==> config.mk <==
export PLATFORM = sky130hd
export DESIGN_NAME = decode_queue
export DESIGN_NICKNAME = d
export VERILOG_FILES = /design/src/rtl/decode_queue.sv
export SDC_FILE = /design/constraint.sdc
export NUM_CORES = 1
export LEC_CHECK = 0
export ABC_CLOCK_PERIOD_IN_PS = 6400
export BUFFER_PORTS_ARGS = -buffer_cell sky130_fd_sc_hd__buf_4
export CAP_MARGIN = 30
export CORE_MARGIN = 2
export CORE_UTILIZATION = 54
export DETAILED_ROUTE_END_ITERATION = 8
export PLACE_DENSITY_LB_ADDON = 0.08
export SLEW_MARGIN = 20
export SYNTH_ARGS = -nofsm -noshare
export SYNTH_HDL_FRONTEND = slang
export SYNTH_SLANG_ARGS = --single-unit
==> constraint.sdc <==
create_clock -name clk_in -period 6.4 [get_ports clk_in]
set_input_delay 0.96 -clock clk_in [delete_from_list [all_inputs] [get_ports clk_in]]
set_output_delay 0.96 -clock clk_in [all_outputs]
set_load 0.01 [all_outputs]
==> src/rtl/decode_queue.sv <==
// -----------------------------------------------------------------------------
// decode_queue
//
// Instruction queue sitting between the fetcher and the dispatch stage. The
// fetcher pushes raw instructions with their PC and branch-prediction bit; the
// queue decodes the head entry (target unit, operand usage, rd write, immediate)
// and issues at most one instruction per cycle to either the reservation
// station (RS) or the load/store buffer (LSB) once downstream has room.
//
// Ports
//   clk_in, rst_in        clock, asynchronous active-high reset
//   rdy_in                global enable; low freezes queue state
//   in_fetch_*            fetcher offer: valid, instruction, PC, predict bit
//   out_fetch_full        queue holds DEPTH entries, fetcher must stall
//   in_flush              rollback: discard all queued and in-flight work
//   in_rob/rs/lsb_full    downstream capacity flags
//   out_issue_valid       one-cycle pulse marking the registered issue fields
//   out_to_lsb            1 = LSB target, 0 = RS target
//   out_inst/pc/imm       raw instruction, PC, decoded immediate
//   out_rd/rs1/rs2        register fields
//   out_use_rs1/rs2       operand usage flags
//   out_reg_write         instruction writes a non-zero rd
//   out_predict           predictor bit carried with the instruction
// -----------------------------------------------------------------------------
module decode_queue #(
    parameter int unsigned DEPTH = 8,
    parameter int unsigned PTR_W = 3,
    parameter int unsigned XLEN  = 32
) (
    input  logic            clk_in,
    input  logic            rst_in,
    input  logic            rdy_in,

    input  logic            in_fetch_valid,
    input  logic [XLEN-1:0] in_fetch_inst,
    input  logic [XLEN-1:0] in_fetch_pc,
    input  logic            in_fetch_predict,
    output logic            out_fetch_full,

    input  logic            in_flush,
    input  logic            in_rob_full,
    input  logic            in_rs_full,
    input  logic            in_lsb_full,

    output logic            out_issue_valid,
    output logic            out_to_lsb,
    output logic [XLEN-1:0] out_inst,
    output logic [XLEN-1:0] out_pc,
    output logic [XLEN-1:0] out_imm,
    output logic [4:0]      out_rd,
    output logic [4:0]      out_rs1,
    output logic [4:0]      out_rs2,
    output logic            out_use_rs1,
    output logic            out_use_rs2,
    output logic            out_reg_write,
    output logic            out_predict
);

    // RV32I major opcodes
    localparam logic [6:0] OpLui    = 7'b0110111;
    localparam logic [6:0] OpAuipc  = 7'b0010111;
    localparam logic [6:0] OpJal    = 7'b1101111;
    localparam logic [6:0] OpJalr   = 7'b1100111;
    localparam logic [6:0] OpBranch = 7'b1100011;
    localparam logic [6:0] OpLoad   = 7'b0000011;
    localparam logic [6:0] OpStore  = 7'b0100011;
    localparam logic [6:0] OpImm    = 7'b0010011;
    localparam logic [6:0] OpReg    = 7'b0110011;

    localparam logic [PTR_W:0] FullCnt = (PTR_W + 1)'(DEPTH);

    // -------------------------------------------------------------------------
    // Storage and pointers
    // -------------------------------------------------------------------------
    logic [XLEN-1:0] mem_inst_q [DEPTH];
    logic [XLEN-1:0] mem_pc_q   [DEPTH];
    logic            mem_pred_q [DEPTH];

    logic [PTR_W-1:0] head_q, head_d;
    logic [PTR_W-1:0] tail_q, tail_d;
    logic [PTR_W:0]   count_q, count_d;

    // Registered issue outputs
    logic            issue_valid_q, issue_valid_d;
    logic            to_lsb_q, to_lsb_d;
    logic [XLEN-1:0] inst_q, inst_d;
    logic [XLEN-1:0] pc_q, pc_d;
    logic [XLEN-1:0] imm_q, imm_d;
    logic [4:0]      rd_q, rd_d;
    logic [4:0]      rs1_q, rs1_d;
    logic [4:0]      rs2_q, rs2_d;
    logic            use_rs1_q, use_rs1_d;
    logic            use_rs2_q, use_rs2_d;
    logic            reg_write_q, reg_write_d;
    logic            predict_q, predict_d;

    // -------------------------------------------------------------------------
    // Head-entry decode
    // -------------------------------------------------------------------------
    logic [XLEN-1:0] head_inst;
    logic [6:0]      dec_opcode;
    logic [2:0]      dec_funct3;
    logic            dec_known;
    logic            dec_to_lsb;
    logic            dec_use_rs1;
    logic            dec_use_rs2;
    logic            dec_reg_write;
    logic [XLEN-1:0] dec_imm;

    assign head_inst  = mem_inst_q[head_q];
    assign dec_opcode = head_inst[6:0];
    assign dec_funct3 = head_inst[14:12];

    always_comb begin
        dec_known   = 1'b1;
        dec_to_lsb  = 1'b0;
        dec_use_rs1 = 1'b1;
        dec_use_rs2 = 1'b0;
        dec_imm     = '0;
        unique case (dec_opcode)
            OpLui, OpAuipc: begin
                dec_use_rs1 = 1'b0;
                dec_imm     = XLEN'($signed({head_inst[31:12], 12'b0}));
            end
            OpJal: begin
                dec_use_rs1 = 1'b0;
                dec_imm     = XLEN'($signed({head_inst[31], head_inst[19:12], head_inst[20],
                                             head_inst[30:21], 1'b0}));
            end
            OpJalr: begin
                dec_imm = XLEN'($signed(head_inst[31:20]));
            end
            OpLoad: begin
                dec_to_lsb = 1'b1;
                dec_imm    = XLEN'($signed(head_inst[31:20]));
            end
            OpStore: begin
                dec_to_lsb  = 1'b1;
                dec_use_rs2 = 1'b1;
                dec_imm     = XLEN'($signed({head_inst[31:25], head_inst[11:7]}));
            end
            OpBranch: begin
                dec_use_rs2 = 1'b1;
                dec_imm     = XLEN'($signed({head_inst[31], head_inst[7], head_inst[30:25],
                                             head_inst[11:8], 1'b0}));
            end
            OpImm: begin
                // Shift-immediates carry an unsigned shamt, not a signed constant
                if (dec_funct3 == 3'b001 || dec_funct3 == 3'b101) begin
                    dec_imm = XLEN'(head_inst[24:20]);
                end else begin
                    dec_imm = XLEN'($signed(head_inst[31:20]));
                end
            end
            OpReg: begin
                dec_use_rs2 = 1'b1;
            end
            default: begin
                // Unknown opcodes still drain through the RS as inert entries
                dec_known   = 1'b0;
                dec_use_rs1 = 1'b0;
            end
        endcase
    end

    assign dec_reg_write = dec_known && (dec_opcode != OpStore) && (dec_opcode != OpBranch) &&
                           (head_inst[11:7] != 5'd0);

    // -------------------------------------------------------------------------
    // Enqueue / dequeue control
    // -------------------------------------------------------------------------
    logic enq;
    logic deq;
    logic blocked;

    assign enq     = in_fetch_valid && rdy_in && !in_flush && (count_q < FullCnt);
    assign blocked = in_rob_full || (dec_to_lsb ? in_lsb_full : in_rs_full);
    assign deq     = (count_q != '0) && rdy_in && !in_flush && !blocked;

    always_comb begin
        head_d        = head_q;
        tail_d        = tail_q;
        count_d       = count_q;
        // Pulse: cleared on every edge without an issue, including rdy_in low
        issue_valid_d = 1'b0;
        to_lsb_d      = to_lsb_q;
        inst_d        = inst_q;
        pc_d          = pc_q;
        imm_d         = imm_q;
        rd_d          = rd_q;
        rs1_d         = rs1_q;
        rs2_d         = rs2_q;
        use_rs1_d     = use_rs1_q;
        use_rs2_d     = use_rs2_q;
        reg_write_d   = reg_write_q;
        predict_d     = predict_q;

        if (in_flush) begin
            head_d  = '0;
            tail_d  = '0;
            count_d = '0;
        end else begin
            if (enq) begin
                tail_d = tail_q + PTR_W'(1);
            end
            if (deq) begin
                head_d = head_q + PTR_W'(1);
            end
            unique case ({enq, deq})
                2'b10:   count_d = count_q + (PTR_W + 1)'(1);
                2'b01:   count_d = count_q - (PTR_W + 1)'(1);
                default: count_d = count_q;
            endcase
        end

        if (deq) begin
            issue_valid_d = 1'b1;
            to_lsb_d      = dec_to_lsb;
            inst_d        = head_inst;
            pc_d          = mem_pc_q[head_q];
            imm_d         = dec_imm;
            rd_d          = head_inst[11:7];
            rs1_d         = head_inst[19:15];
            rs2_d         = head_inst[24:20];
            use_rs1_d     = dec_use_rs1;
            use_rs2_d     = dec_use_rs2;
            reg_write_d   = dec_reg_write;
            predict_d     = mem_pred_q[head_q];
        end
    end

    // -------------------------------------------------------------------------
    // State
    // -------------------------------------------------------------------------
    // Entry payload needs no reset: count gates every read of it.
    always_ff @(posedge clk_in) begin
        if (enq) begin
            mem_inst_q[tail_q] <= in_fetch_inst;
            mem_pc_q[tail_q]   <= in_fetch_pc;
            mem_pred_q[tail_q] <= in_fetch_predict;
        end
    end

    always_ff @(posedge clk_in or posedge rst_in) begin
        if (rst_in) begin
            head_q        <= '0;
            tail_q        <= '0;
            count_q       <= '0;
            issue_valid_q <= 1'b0;
            to_lsb_q      <= 1'b0;
            inst_q        <= '0;
            pc_q          <= '0;
            imm_q         <= '0;
            rd_q          <= '0;
            rs1_q         <= '0;
            rs2_q         <= '0;
            use_rs1_q     <= 1'b0;
            use_rs2_q     <= 1'b0;
            reg_write_q   <= 1'b0;
            predict_q     <= 1'b0;
        end else begin
            head_q        <= head_d;
            tail_q        <= tail_d;
            count_q       <= count_d;
            issue_valid_q <= issue_valid_d;
            to_lsb_q      <= to_lsb_d;
            inst_q        <= inst_d;
            pc_q          <= pc_d;
            imm_q         <= imm_d;
            rd_q          <= rd_d;
            rs1_q         <= rs1_d;
            rs2_q         <= rs2_d;
            use_rs1_q     <= use_rs1_d;
            use_rs2_q     <= use_rs2_d;
            reg_write_q   <= reg_write_d;
            predict_q     <= predict_d;
        end
    end

    // -------------------------------------------------------------------------
    // Outputs
    // -------------------------------------------------------------------------
    assign out_fetch_full  = (count_q == FullCnt);
    assign out_issue_valid = issue_valid_q;
    assign out_to_lsb      = to_lsb_q;
    assign out_inst        = inst_q;
    assign out_pc          = pc_q;
    assign out_imm         = imm_q;
    assign out_rd          = rd_q;
    assign out_rs1         = rs1_q;
    assign out_rs2         = rs2_q;
    assign out_use_rs1     = use_rs1_q;
    assign out_use_rs2     = use_rs2_q;
    assign out_reg_write   = reg_write_q;
    assign out_predict     = predict_q;

endmodule

# Word-level counts from Yosys, hierarchy flattened
# Memory sizes are Yosys's and may differ from the RTL's. A register that Yosys moved wholly into a read port is not among the register bits.
# Cells that the tools add are included.
word_totals:
  mem_bits_rw: 520
  word_cells: 77
  n_memories: 3
  register_bits: 94
  input_bits: 73
classes:
  order_cmp: 1
  n_reduce_logical: 24
  n_addsub: 4
  n_mux: 16
  eq_ne: 16
memory_table:
  columns: ["memory", "words", "word_bits", "rd", "rd_clocked_by_memory_dff", "wr", "line_no", "text"]
  rows:
  - ["mem_inst_q", 8, 32, 1, 0, 1, "75", "logic [XLEN-1:0] mem_inst_q [DEPTH];"]
  - ["mem_pc_q", 8, 32, 1, 1, 1, "76", "logic [XLEN-1:0] mem_pc_q [DEPTH];"]
  - ["mem_pred_q", 8, 1, 1, 1, 1, "77", "logic mem_pred_q [DEPTH];"]
op_table:
  columns: ["op", "n"]
  rows:
  - ["case mux 32 bit (6 select lines)", 1]
  - ["2-to-1 mux 32 bit", 1]
  - ["== test 7 x 6 -> 1 bit, second input constant", 3]
  - ["== test 7 bit, second input constant", 3]
  - ["== test 7 x 5 -> 1 bit, second input constant", 2]
  - ["2-to-1 mux 3 bit", 4]
  - ["logical AND 1 bit", 9]
  - ["OR reduction 9 bit", 1]
  - ["2-to-1 mux 1 bit", 8]
  - ["case mux 4 bit (2 select lines)", 1]
  - ["== test 7 x 2 -> 1 bit, second input constant", 1]
  - ["inequality test 7 x 6 -> 1 bit, second input constant", 1]
  - ["inequality test 7 bit, second input constant", 1]
  - ["adder 3 x 1 -> 3 bit, second input constant", 2]
  - ["OR reduction 2 bit", 3]
  - ["OR reduction 6 bit", 1]
  - ["nonzero test 5 bit", 1]
  - ["adder 4 x 1 -> 4 bit, second input constant", 1]
  - ["== test 4 bit, second input constant", 1]
  - ["< comparator 4 bit, second input constant", 1]
  - ["2-to-1 mux 4 bit", 1]
  - ["nonzero test 2 bit", 2]
  - ["nonzero test 4 bit", 1]
  - ["subtractor 4 x 1 -> 4 bit, second input constant", 1]
  - ["8 further kinds", 10]

# Longest topological paths before layout
# An unclocked memory read counts as a cell.
logic_depth:
  depth_word: 11
  ltp_mapped: 19

# Worst setup path after synthesis
# No wires, ideal clock.
synth_path:
  path_kind: "input port to flip-flop"
  start: "input port in_flush"
  end: "memory mem_inst_q[0][0], enable pin"
  arrival_ns: 6.259
  cell_stages: 4
  slack_ns: -0.427
  t_required_ns: 5.832
  n_path_buf: 1
  setup_time_ns: 0.568
  cell_sequence: "nor4bb_1 clkbuf_1 nand2b_1 nor3_1"
synth_via:
  elab_chain_cells: 5
synth_lines:
  columns: ["element", "line_no", "text"]
  rows:
  - ["start, declared", "40", "input logic in_flush,"]
  - ["logical NOT 1 bit", "176", "assign enq = in_fetch_valid && rdy_in && !in_flush && (count_q < FullCnt);"]
  - ["logical AND 1 bit (2 in series)", "176", null]
  - ["2-to-1 mux 1 bit", "237", "if (enq) begin"]
  - ["2-to-1 mux 1 bit (implied by the code)", "238", "mem_inst_q[tail_q] <= in_fetch_inst;"]
  - ["end, declared", "75", null]
# No other way between the ends.

# Final worst setup path
layout_path:
  start: "register head_q[0]"
  end: "register count_q[2]"
layout_via:
  elab_chain_cells: 11
  elab_cells_between_ends: 14
layout_lines:
  columns: ["element", "line_no", "text"]
  rows:
  - ["start, declared", "79", "logic [PTR_W-1:0] head_q, head_d;"]
  - ["start signal, assigned", "246", "head_q <= '0;"]
  - ["start signal, assigned", "262", "head_q <= head_d;"]
  - ["memory read (8 x 32 bit) *", null, null]
  - ["== test 7 x 6 -> 1 bit or == test 7 x 2 -> 1 bit (tied branches)", "120", "unique case (dec_opcode)"]
  - ["OR reduction 2 bit (no source line) *", null, null]
  - ["2-to-1 mux 1 bit *", "120", null]
  - ["2-to-1 mux 1 bit *", "177", "assign blocked = in_rob_full || (dec_to_lsb ? in_lsb_full : in_rs_full);"]
  - ["logical OR 1 bit *", "177", null]
  - ["logical NOT 1 bit *", "178", "assign deq = (count_q != '0) && rdy_in && !in_flush && !blocked;"]
  - ["logical AND 1 bit *", "178", null]
  - ["== test 2 x 1 -> 1 bit or == test 2 bit (tied branches)", "209", "unique case ({enq, deq})"]
  - ["case mux 4 bit (2 select lines)", "209", null]
  - ["2-to-1 mux 4 bit", "198", "if (in_flush) begin"]
  - ["end signal, assigned", "264", "count_q <= count_d;"]
  - ["end, declared", "81", "logic [PTR_W:0] count_q, count_d;"]
# Every way passes the cells marked *; elsewhere a longest branch is shown, timed or not.
# A chain may end at the register's enable or synchronous reset.

==> parameters.txt <==
Parameter                              Value

Logic synthesis
  Area share of the leading cell type in the synthesized netlist ... 64.1%
  Most common cell in the netlist ... sky130_fd_sc_hd__edfxtp_1
  Gate Count Post-Synth ... 1248
  Seq/Total Area, Yosys ... 75.6%
  Synth Register Bits ... 632
  Primary flip-flop cell chosen by synthesis mapping ... sky130_fd_sc_hd__edfxtp_1
  Total number of yosys warnings ... 0
  Synth unique cells ... 56
  Async set-reset flop share out of synthesis ... 17.7%
  Leading cell types by count after synthesis ... 520 x sky130_fd_sc_hd__edfxtp_1, 146 x sky130_fd_sc_hd__nand2_1, 130 x sky130_fd_sc_hd__mux4_2
  Yosys top cell by area ... sky130_fd_sc_hd__edfxtp_1
  Post-Syn Area per Cell ... 19.5 um^2
  Mapped cell area ... 24400 um^2
  Cell types occupying the most area after synthesis ... sky130_fd_sc_hd__edfxtp_1 64%, sky130_fd_sc_hd__mux4_2 12%, sky130_fd_sc_hd__dfrtp_1 12%
  Synth Net Count ... 1326
  Number of synthesized flops with an enable pin ... 520

Hold path
  Type of the most critical hold path ... in2async

Place
  Detailed placer's ending HPWL ... 29100 um
  Count of port buffers added during placement ... 190
  Gp weighted congestion ... 0.786

Floorplanning
  Die extent in x ... 216 um
  Std-Cell Core Area ... 44400 um^2
  Die area ... 46800 um^2
  Starting density of the core ... 54.9%
  Std cell rows ... 77
  Die height ... 216 um
  I/O pins ... 191

Power and ir drop
  Peak supply drop ... 215 uV
  Areal power density over the cells ... 317 nW/um^2
  Static Leakage ... 9.88 nW

Timing
  Total of endpoints with negative setup slack in the final report ... 0
  Final hold violation count ... 0
  Sum Neg Setup Slack ... 0 ns
  Unrepaired setup endpoints after global routing ... false
  Final worst-path cycle share ... 63.9%
  Clock period minus worst slack ... 4.09 ns
  Worst clock skew ... 0.0220 ns
  Relative max-transition margin ... 36.6%
  Fmax ... 0.244 GHz
  Worst Max-Slew Pin Slew ... 0.951 ns
  Number of slew-limit violations in the final report ... 0

Setup path
  Critical path launch point type ... register
  Required time reported for the critical path endpoint ... 6.89 ns
  Start-to-end type of the worst setup path ... reg2reg
  Maximum single-stage delay on the critical path ... 0.66 ns
  Critical Path AT ... 4.58 ns
  Crit-path max FO ... 64
  Cell-by-cell trace of the critical path ... mux4_2 -> mux2_2 -> and3b_1 -> a31oi_2 -> nand2_4 -> buf_4 -> clkinv_8 -> xnor2_1 -> o2bb2ai_1
  Reg2Reg Depth ... 9
  Endpoint kind of the worst setup timing path ... register
  Slowest stage cell, crit path ... sky130_fd_sc_hd__buf_4

Final layout
  Total Nets Final ... 1533
  Multi-input combinational cell area ... 5540 um^2
  Number of filler cells placed in the layout ... 3135
  Seq. cell area ... 18400 um^2
  Util after Layout ... 64.1%
  Area growth syn-to-layout ... 16.9%
  Proportion of layout cells with a drive suffix above 1 ... 33.3%

Clocking
  # clock sinks ... 632
  Root buffer cell ... sky130_fd_sc_hd__clkbuf_16
  Total of hold buffers inserted after clock tree synthesis ... 0
  Clk_lat worst skew ... 0.63 ns
  Number of buffers on the longest clock path ... 3
  Total of cells resized after clock tree synthesis ... 0
  Clock transition at the registers of the reported paths ... 0.06 ns
  TritonCTS clock tree ... yes
  Clock H-tree levels ... 2
  Number of buffers inserted during clock tree synthesis ... 61
  Buffers inserted during post-CTS setup optimization ... 0

Detailed routing
  Antenna Nets Post-Route ... 0
  Number of DRC violations after detailed routing ... 0
  Initial DRC count ... 1144
  Total length of routed wires ... 51200 um
  Routed wirelength normalized by instance count ... 24.4 um
  Overall via count from detail_route ... 12187
  First-pass iteration count of the detailed router ... 5
  Via/cell ratio ... 5.80

Job
  MaxCap Viol Count ... 0

Global routing
  Antenna violations before repair ... 3
  Aggregate global-route resource usage ... 22.4%
  Number of global-route vias before repair ... 12450
  GR Overflow Total ... 0
  Wire length of the first global-routing pass ... 77900 um
  Pin count of the biggest net entering global routing ... 73

Status
  Run status ... finished, final reports clean
## cells by family (layout without fill, tap and decap cells)
kind of cell    after synthesis  in the layout  synth area share (%)
other cells                   0              1                     0
fa+ha+maj                     5              5                 0.288
flops                       632            632                  75.6
mux                         214            214                  15.7
simple gates                194            194                  3.50
compound gates              119            119                  2.85
xor+xnor                      4              4                 0.144
buf+inv                      80            339                  1.95
## registers in the layout, summed over array words and instances (netlist names), 3 cells and up
register,cells
mem_pred_q,8
head_q,3
out_imm,32
mem_inst_q,256
out_inst,32
mem_pc_q,256
count_q,4
tail_q,3
out_pc,32
## per-layer routing
layer / up-vias / track usage, % / part of all wire, %
met5: - / 0 / 0.055
met4: 4 / 4.91 / 1.6
met3: 75 / 4.74 / 6.5
met2: 380 / 35.1 / 48
met1: 6370 / 33.1 / 44
li1: 5358 / - / -
## stage by stage
stage | hold slack (ns) | cell area (um^2) | worst slack, ns | total power, mW | instances
5_1_grt | 0.474 | 28500 | 2.04 | 9.35 | 2100
2_1_floorplan | 0.489 | 24400 | 1.32 | 5.19 | 1248
4_1_cts | 0.456 | 28400 | 2.33 | 9.10 | 2097
3_3_place_gp | 0.466 | 26400 | 2.41 | 5.62 | 1980
6_report | 0.451 | 28500 | 2.31 | 9.03 | 2100
3_5_place_dp | 0.469 | 26400 | 2.33 | 5.63 | 1982
## power breakdown
group          internal [mW]  leakage [nW]  total, mW  switching (mW)
registers               4.64          6.16       4.78           0.142
logic                  0.381          2.75      0.763           0.382
clock network           2.00         0.970       3.49            1.49
total                   7.02          9.88       9.03            2.01
## final timing paths
path,start,end,slack (ns)
max,head_q[0],count_q[2],2.31
min,rst_in,out_pc[31],0.45
max reg2reg,head_q[0],count_q[2],2.31
min reg2reg,out_inst[30],out_inst[30],0.48
max in group asynchronous,rst_in,head_q[2],4.85
min in group clk_in,out_inst[30],out_inst[30],0.48
## area by class of cell
cell class                 count  area share [%]
clock buffer                  95            6.30
clock inverter                20           0.615
inverter                       4           0.105
antenna                        1         0.00879
timing repair buffer         220            6.17
multi-input combinational    536            19.5
sequential                   632            64.7
tap                          592            2.60
## worst max-delay path: cells and delay by family (launching register included)
kind	cells	cell delay [ns]
simple gates	2	0.76
buf+inv	2	1.00
mux	2	0.88
xor+xnor	1	0.37
compound gates	2	0.30
flops	1	0.60
## placed cells by master (no fill, tap or decap), types with 4 or more instances in the layout
cell	Yosys	final
sky130_fd_sc_hd__buf_4	18	214
sky130_fd_sc_hd__dfrtp_1	112	109
sky130_fd_sc_hd__edfxtp_1	520	520
sky130_fd_sc_hd__buf_16	0	4
sky130_fd_sc_hd__o21ai_1	13	13
sky130_fd_sc_hd__nor3_1	7	5
sky130_fd_sc_hd__mux4_2	130	130
sky130_fd_sc_hd__a22oi_1	5	5
sky130_fd_sc_hd__clkbuf_1	21	20
sky130_fd_sc_hd__clkbuf_16	0	61
sky130_fd_sc_hd__clkbuf_8	0	14
sky130_fd_sc_hd__nand2b_1	5	5
sky130_fd_sc_hd__nor2_1	17	11
sky130_fd_sc_hd__mux2i_1	48	48
sky130_fd_sc_hd__mux2_2	34	34
sky130_fd_sc_hd__ha_1	4	4
sky130_fd_sc_hd__clkinv_2	0	11
sky130_fd_sc_hd__nand2_1	146	146
sky130_fd_sc_hd__nor2_4	0	6
sky130_fd_sc_hd__a21oi_1	14	14
sky130_fd_sc_hd__o21ai_0	68	68
Power figures use the tool's default switching activity.
